<file path="config.mk">
export PLATFORM = sky130hd
export DESIGN_NAME = risc32_mem_stage
export DESIGN_NICKNAME = d
export VERILOG_FILES = /design/src/rtl/risc32_mem_stage_pkg.sv /design/src/rtl/risc32_mem_align.sv /design/src/rtl/risc32_mem_stage.sv
export SDC_FILE = /design/constraint.sdc
export NUM_CORES = 1
export LEC_CHECK = 0
export ABC_AREA = 1
export CELL_PAD_IN_SITES_DETAIL_PLACEMENT = 1
export CELL_PAD_IN_SITES_GLOBAL_PLACEMENT = 2
export CORE_MARGIN = 3
export CORE_UTILIZATION = 14
export CTS_BUF_LIST = sky130_fd_sc_hd__clkbuf_4 sky130_fd_sc_hd__clkbuf_8
export CTS_CLUSTER_DIAMETER = 50
export DETAILED_ROUTE_END_ITERATION = 10
export GPL_TIMING_DRIVEN = 0
export HOLD_SLACK_MARGIN = 0.06
export PLACE_DENSITY_LB_ADDON = 0.2
export SYNTH_ARGS = -nofsm -noshare
export SYNTH_HDL_FRONTEND = slang
export SYNTH_HIERARCHICAL = 1
export SYNTH_SLANG_ARGS = --single-unit
</file>
<file path="constraint.sdc">
create_clock -name clk -period 2.8 [get_ports clk]
set_clock_uncertainty 0.15 [all_clocks]
set_input_delay 0.42 -clock clk [delete_from_list [all_inputs] [get_ports clk]]
set_output_delay 0.42 -clock clk [all_outputs]
set_load 0.02 [all_outputs]
</file>
<file path="src/rtl/risc32_mem_stage_pkg.sv">
// rtl/risc32_mem_stage_pkg.sv - risc32 MEM-stage opcodes, stall indices and FSM states
package risc32_mem_stage_pkg;

    localparam int STALL_W   = 6;
    localparam int STALL_MEM = 4;
    localparam logic NO_STOP   = 1'b0;
    localparam logic WRITE_DIS = 1'b0;

    localparam logic [7:0] EXE_LB_OP  = 8'b1110_0000;
    localparam logic [7:0] EXE_LH_OP  = 8'b1110_0001;
    localparam logic [7:0] EXE_LW_OP  = 8'b1110_0011;
    localparam logic [7:0] EXE_LBU_OP = 8'b1110_0100;
    localparam logic [7:0] EXE_LHU_OP = 8'b1110_0101;
    localparam logic [7:0] EXE_SB_OP  = 8'b1110_1000;
    localparam logic [7:0] EXE_SH_OP  = 8'b1110_1001;
    localparam logic [7:0] EXE_SW_OP  = 8'b1110_1011;
    localparam logic [7:0] EXE_LL_OP  = 8'b1111_0000;
    localparam logic [7:0] EXE_SC_OP  = 8'b1111_1000;

    typedef enum logic [1:0] {
        MEM_IDLE = 2'd0,
        MEM_WAIT = 2'd1,
        MEM_DONE = 2'd2
    } mem_state_t;

    function automatic logic is_load_op(input logic [7:0] op);
        return (op == EXE_LB_OP) || (op == EXE_LBU_OP) || (op == EXE_LH_OP) ||
               (op == EXE_LHU_OP) || (op == EXE_LW_OP) || (op == EXE_LL_OP);
    endfunction

    function automatic logic is_store_op(input logic [7:0] op);
        return (op == EXE_SB_OP) || (op == EXE_SH_OP) || (op == EXE_SW_OP) || (op == EXE_SC_OP);
    endfunction

endpackage

</file>
<file path="src/rtl/risc32_mem_align.sv">
// rtl/risc32_mem_align.sv - big-endian lane select, load extension and store sel/data
module risc32_mem_align
    import risc32_mem_stage_pkg::*;
(
    input  logic [7:0]  aluop,
    input  logic [1:0]  addr,
    input  logic [31:0] rdata,
    input  logic [31:0] reg2,
    output logic        misalign,
    output logic [3:0]  sel,
    output logic [31:0] store_data,
    output logic [31:0] load_data
);

    logic [7:0]  lane_byte;
    logic [15:0] lane_half;

    always_comb begin
        // Byte 0 of a word lives in the most significant lane.
        case (addr)
            2'd0:    lane_byte = rdata[31:24];
            2'd1:    lane_byte = rdata[23:16];
            2'd2:    lane_byte = rdata[15:8];
            default: lane_byte = rdata[7:0];
        endcase
        lane_half = addr[1] ? rdata[15:0] : rdata[31:16];

        misalign   = 1'b0;
        sel        = 4'b0000;
        store_data = 32'd0;
        load_data  = 32'd0;
        case (aluop)
            EXE_LB_OP:  begin sel = 4'b1000 >> addr; load_data = {{24{lane_byte[7]}}, lane_byte}; end
            EXE_LBU_OP: begin sel = 4'b1000 >> addr; load_data = {24'd0, lane_byte}; end
            EXE_LH_OP:  begin misalign = addr[0]; sel = addr[1] ? 4'b0011 : 4'b1100;
                              load_data = {{16{lane_half[15]}}, lane_half}; end
            EXE_LHU_OP: begin misalign = addr[0]; sel = addr[1] ? 4'b0011 : 4'b1100;
                              load_data = {16'd0, lane_half}; end
            EXE_LW_OP, EXE_LL_OP: begin
                misalign  = (addr != 2'd0);
                sel       = 4'b1111;
                load_data = rdata;
            end
            EXE_SB_OP:  begin sel = 4'b1000 >> addr; store_data = {4{reg2[7:0]}}; end
            EXE_SH_OP:  begin misalign = addr[0]; sel = addr[1] ? 4'b0011 : 4'b1100;
                              store_data = {2{reg2[15:0]}}; end
            EXE_SW_OP, EXE_SC_OP: begin
                misalign   = (addr != 2'd0);
                sel        = 4'b1111;
                store_data = reg2;
            end
            default: ;
        endcase
    end

endmodule

</file>
<file path="src/rtl/risc32_mem_stage.sv">
// rtl/risc32_mem_stage.sv - risc32 MEM stage: bus loads/stores, LL/SC link bit, stall request
module risc32_mem_stage
    import risc32_mem_stage_pkg::*;
#(
    parameter int ADDR_W = 32
) (
    input  logic              clk,
    input  logic              rst,
    input  logic [STALL_W-1:0] stall,
    input  logic [4:0]        wd_i,
    input  logic              wreg_i,
    input  logic [31:0]       wdata_i,
    input  logic [31:0]       hi_i,
    input  logic [31:0]       lo_i,
    input  logic              whilo_i,
    input  logic              cp0_reg_we_i,
    input  logic [4:0]        cp0_reg_write_addr_i,
    input  logic [31:0]       cp0_reg_data_i,
    input  logic [7:0]        aluop_i,
    input  logic [31:0]       mem_addr_i,
    input  logic [31:0]       reg2_i,
    input  logic              llbit_clear_i,
    output logic [4:0]        wd_o,
    output logic              wreg_o,
    output logic [31:0]       wdata_o,
    output logic [31:0]       hi_o,
    output logic [31:0]       lo_o,
    output logic              whilo_o,
    output logic              cp0_reg_we_o,
    output logic [4:0]        cp0_reg_write_addr_o,
    output logic [31:0]       cp0_reg_data_o,
    output logic              mem_req_o,
    output logic              mem_we_o,
    output logic [ADDR_W-1:0] mem_addr_o,
    output logic [3:0]        mem_sel_o,
    output logic [31:0]       mem_wdata_o,
    input  logic              mem_ack_i,
    input  logic [31:0]       mem_rdata_i,
    output logic              stallreq_o,
    output logic              misalign_o
);

    mem_state_t  state, state_next;
    logic        llbit, llbit_next;
    logic [31:0] rdata_q;
    logic        misalign, access, advance, stallreq, is_sc, held;
    logic [3:0]  sel;
    logic [31:0] store_data, load_data;
    logic        unused_stall;

    assign unused_stall = ^{stall[5], stall[3:0]};
    assign held  = (stall[STALL_MEM] != NO_STOP);
    assign is_sc = (aluop_i == EXE_SC_OP);

    risc32_mem_align u_align (
        .aluop      (aluop_i),
        .addr       (mem_addr_i[1:0]),
        .rdata      ((state == MEM_DONE) ? rdata_q : mem_rdata_i),
        .reg2       (reg2_i),
        .misalign   (misalign),
        .sel        (sel),
        .store_data (store_data),
        .load_data  (load_data)
    );

    // Once in WAIT the access is committed, even an SC whose link is cleared mid-flight.
    always_comb begin
        case (state)
            MEM_IDLE: access = (is_load_op(aluop_i) || is_store_op(aluop_i)) && !misalign &&
                               !(is_sc && !llbit);
            MEM_WAIT: access = 1'b1;
            default:  access = 1'b0;
        endcase
    end

    always_comb begin
        state_next = state;
        stallreq   = 1'b0;
        advance    = 1'b0;
        case (state)
            MEM_IDLE: begin
                if (access && !mem_ack_i) begin
                    state_next = MEM_WAIT;
                    stallreq   = 1'b1;
                end else begin
                    advance = !held;
                end
            end
            MEM_WAIT: begin
                if (mem_ack_i) begin
                    state_next = held ? MEM_DONE : MEM_IDLE;
                    advance    = !held;
                end else begin
                    stallreq = 1'b1;
                end
            end
            MEM_DONE: begin
                if (!held) begin
                    state_next = MEM_IDLE;
                    advance    = 1'b1;
                end
            end
            default: state_next = MEM_IDLE;
        endcase
    end

    always_comb begin
        llbit_next = llbit;
        if (advance && (aluop_i == EXE_LL_OP) && !misalign)
            llbit_next = 1'b1;
        if ((advance && is_sc) || llbit_clear_i)
            llbit_next = 1'b0;
    end

    always_ff @(posedge clk or negedge rst) begin
        if (!rst) begin
            state   <= MEM_IDLE;
            llbit   <= 1'b0;
            rdata_q <= 32'd0;
        end else begin
            state <= state_next;
            llbit <= llbit_next;
            if (state == MEM_WAIT && mem_ack_i && held)
                rdata_q <= mem_rdata_i;
        end
    end

    always_comb begin
        wd_o                 = wd_i;
        wreg_o               = wreg_i && !misalign;
        wdata_o              = wdata_i;
        hi_o                 = hi_i;
        lo_o                 = lo_i;
        whilo_o              = whilo_i;
        cp0_reg_we_o         = cp0_reg_we_i;
        cp0_reg_write_addr_o = cp0_reg_write_addr_i;
        cp0_reg_data_o       = cp0_reg_data_i;
        mem_req_o            = access;
        mem_we_o             = access && is_store_op(aluop_i);
        mem_addr_o           = access ? mem_addr_i[ADDR_W-1:0] : '0;
        mem_sel_o            = access ? sel : 4'b0000;
        mem_wdata_o          = access ? store_data : 32'd0;
        stallreq_o           = stallreq;
        misalign_o           = misalign;
        if (is_load_op(aluop_i))
            wdata_o = load_data;
        else if (is_sc)
            wdata_o = (state == MEM_IDLE) ? {31'd0, llbit} : 32'd1;
        if (!rst) begin
            wd_o                 = 5'd0;
            wreg_o               = WRITE_DIS;
            wdata_o              = 32'd0;
            hi_o                 = 32'd0;
            lo_o                 = 32'd0;
            whilo_o              = WRITE_DIS;
            cp0_reg_we_o         = WRITE_DIS;
            cp0_reg_write_addr_o = 5'd0;
            cp0_reg_data_o       = 32'd0;
            mem_req_o            = 1'b0;
            mem_we_o             = 1'b0;
            mem_addr_o           = '0;
            mem_sel_o            = 4'b0000;
            mem_wdata_o          = 32'd0;
            stallreq_o           = 1'b0;
            misalign_o           = 1'b0;
        end
    end

endmodule

</file>
==> flow_summary_export.csv <==
group,metric,value,unit
cts,clock_sinks,35,
timing,fmax,333,MHz
synthesis,yosysSeqAreaShare,0.158,
global_route,antenna_found_initial,1,
worst_setup_path,rr_endpoint,"rdata_q[25]",
power,leakage,6.50,nW
outcome,outcome,"complete, but fails checks",
final_layout,layout.nets,1892,
worst_setup_path,cp.required,2230,ps
cts,h-tree-depth,2,
power,power.internal,0.00157,W
timing,tightest_slew,834,ps
drt,num_vias,8695,
drt,totalWireLength,38.7,mm
final_layout,final_util,0.316,
worst_setup_path,worst-path-max-fanout,8,
worst_setup_path,crit_type,"reg -> out",
placement,place.gp.congestion,0.795,
global_route,grt_max_degree,26,
synthesis,syn_area_per_cell,4.97,sq um
timing,hold_viol,0,
drt,drtPass1Iterations,4,
power,switchingPower,0.000970,W
cts,cts_tree,"built",
power,total_power,0.00254,W
worst_setup_path,critical_path.startpoint,"state[0]",
final_layout,antenna_cells,0,
synthesis,syn_area,5540,sq um
final_layout,syn2layout_area_growth,122,%
cts,cts_buffers,5,
drt,vias_per_cell,4.03,
synthesis,synthCells,1115,
cts,clockBufferDepth,2,
drt,drt_iter0_drc,317,
global_route,grt_overflow,0,
synthesis,synth-main-ff-cell,"dfrtp_1",
timing,relSlewSlack,0.444,
die,rows,72,
power,power_frac_seq,0.268,
timing,finalSetupViolCount,29,
worst_setup_path,ff2ff_path_depth,7,
final_layout,final_cell_mix,"clkdlybuf4s50_1, nand2_1, inv_1",
job,drv_cap,0,
timing,period_share,1.07,
global_route,grt_use_total,0.175,
synthesis,async_reset_ff_frac,1.00,
synthesis,ys_ff_latch,35,
drt,drcViolationCount,0,
timing,slew_viol_final,0,
placement,hpwl,31.6,mm
timing,fin_crit,3010,ps
power,switching_share,0.381,
global_route,grt_first_pass_wirelength,56.4,mm
placement,port-buffer-count,462,
timing,hold_ws,339,ps
cts,worstSkewPairLatency,290,ps
die,core,38900,sq um
die,die-area,42000,sq um
synthesis,synthesis.nets,1370,
final_layout,drive_gt1_frac,0.262,
timing,timing.final.ws_setup,-207,ps
drt,postRouteAntennaNets,0,
outcome,violations,"negative setup slack",
power,p_per_area,207,nW/um^2
die,boundaryPins,468,
synthesis,yosysUniqueCellTypes,27,
power,peakVddDrop,0.000150,V
final_layout,layout_commonest_cell,"clkdlybuf4s50_1",
cts,path_clk_slew,70,ps
worst_setup_path,cp-end-kind,"primary output",
die,initial_core_util,0.142,
die,die_x,205,um
timing,grt_setup_unrepaired,"yes",
synthesis,synth_enable_flop_cells,0,
worst_setup_path,rr_startpoint,"state[0]",
final_layout,nFillCells,4956,
worst_setup_path,r2r_setup_slack,710,ps
die,dieHeight,205,um
placement,dp_cells,2096,
worst_setup_path,crit_end,"wdata_o[17]",
global_route,grt_pass1_vias,9331,
worst_setup_path,worstSetupStartpointType,"flip-flop",
power,p_comb_frac,0.558,
cts,root_buffer,"clkbuf_8",
drt,routedWlPerCell,17.9,um
final_layout,fin_cells,2156,
power,power_frac_clock,0.174,
worst_setup_path,worstPathArrival,2440,ps
min_path,hp-class,"reg -> reg",
synthesis,yosys_warnings,6,
power groups by stage:
stage          combinational (W)  sequential [W]  clock (W)
3_3_place_gp             0.00128        0.000677          0
6_report                 0.00142        0.000680   0.000443
4_1_cts                  0.00141        0.000678   0.000451
2_1_floorplan           0.000530        0.000668          0
3_5_place_dp             0.00129        0.000682          0
5_1_grt                  0.00155        0.000696   0.000479
flip-flops by register name, indices dropped and copies added (netlist names):
signal	cells
llbit	1
rdata_q	32
state	2
worst max-delay path, stage by stage, from the launching register on:
cell and delay (ps):
dfrtp_1 390, inv_4 80, nand2_4 160, clkbuf_16 180, nor2_4 40, a21oi_4 180
nand2_2 90, nand2_4 90, nand2_2 70, o21ai_4 80, nand2_4 140, buf_6 170
nand3_2 60, nand2_2 80, a21oi_2 150, buf_4 160
stage by stage:
step	setup slack [ps]	instance area [sq um]	setup TNS (ps)
2_1_floorplan	70.7	5540	0
3_3_place_gp	-2360	10800	-403550
3_5_place_dp	-1370	10800	-176080
4_1_cts	-226	11900	-4970
5_1_grt	-332	12300	-8730
6_report	-207	12300	-4420
layout make-up:
class	count	area [sq um]	share of cell area
sequential	35	877	0.0713
timing repair buffer	513	4960	0.403
tap	518	648	0.0527
buffer	65	574	0.0467
multi-input combinational	768	4200	0.341
inverter	249	942	0.0766
clock buffer	8	104	0.00845
timing repair:
| action | 4_1_cts | 5_1_grt |
|---|---|---|
| hold endpoints to repair | 10 | 0 |
| hold buffers | 2 | 0 |
| buffers inserted | 28 | 10 |
| setup endpoints to repair | 207 | 96 |
| pin swaps | 55 | 21 |
| cloned | 12 | 0 |
| resized for setup | 785 | 89 |
layer usage:
metal	routed length [um]	vias up	share of wire	GRT usage
met5	7	-	0.00018	0
met4	435	2	0.011	0.0249
met3	2380	25	0.061	0.0354
met2	20400	273	0.53	0.331
met1	15500	4020	0.40	0.206
li1	-	4375	-	-
how the worst min path moves through the flow:
stage,start,slack [ps],end,cells after the start
final,rdata_q[21],340,rdata_q[21],2
after global routing,rdata_q[28],380,rdata_q[28],2
after CTS,rdata_q[21],340,rdata_q[21],2
after detailed placement,rst,200,rdata_q[19],1
after global placement,rdata_q[12],320,rdata_q[12],2
after floorplan,rst,-30,llbit,0
cells in the mapped netlist (2+ instances only):
cell type / number / share of area
a21oi_1: 66 / 0.060
buf_1: 3 / 0.0020
buf_2: 14 / 0.013
buf_4: 4 / 0.0054
buf_6: 12 / 0.024
clkbuf_1: 32 / 0.022
dfrtp_1: 35 / 0.16
inv_1: 243 / 0.16
inv_2: 6 / 0.0041
nand2_1: 377 / 0.26
nand2_2: 6 / 0.0068
nand2_4: 2 / 0.0041
nand3_1: 106 / 0.096
nand4_1: 16 / 0.018
nor2_1: 106 / 0.072
nor2_2: 25 / 0.028
nor2_4: 3 / 0.0061
o2111ai_1: 4 / 0.0063
o21ai_0: 41 / 0.037
o21ai_1: 3 / 0.0027
or2_2: 5 / 0.0056
kinds of logic after synthesis:
family	count (synthesis)	synth area share
buffers and inverters	314	0.235
flip-flops	35	0.158
AND/OR/NAND/NOR	649	0.498
AO/OA/AOI/OAI	117	0.110
Power figures use the tool's default switching activity.
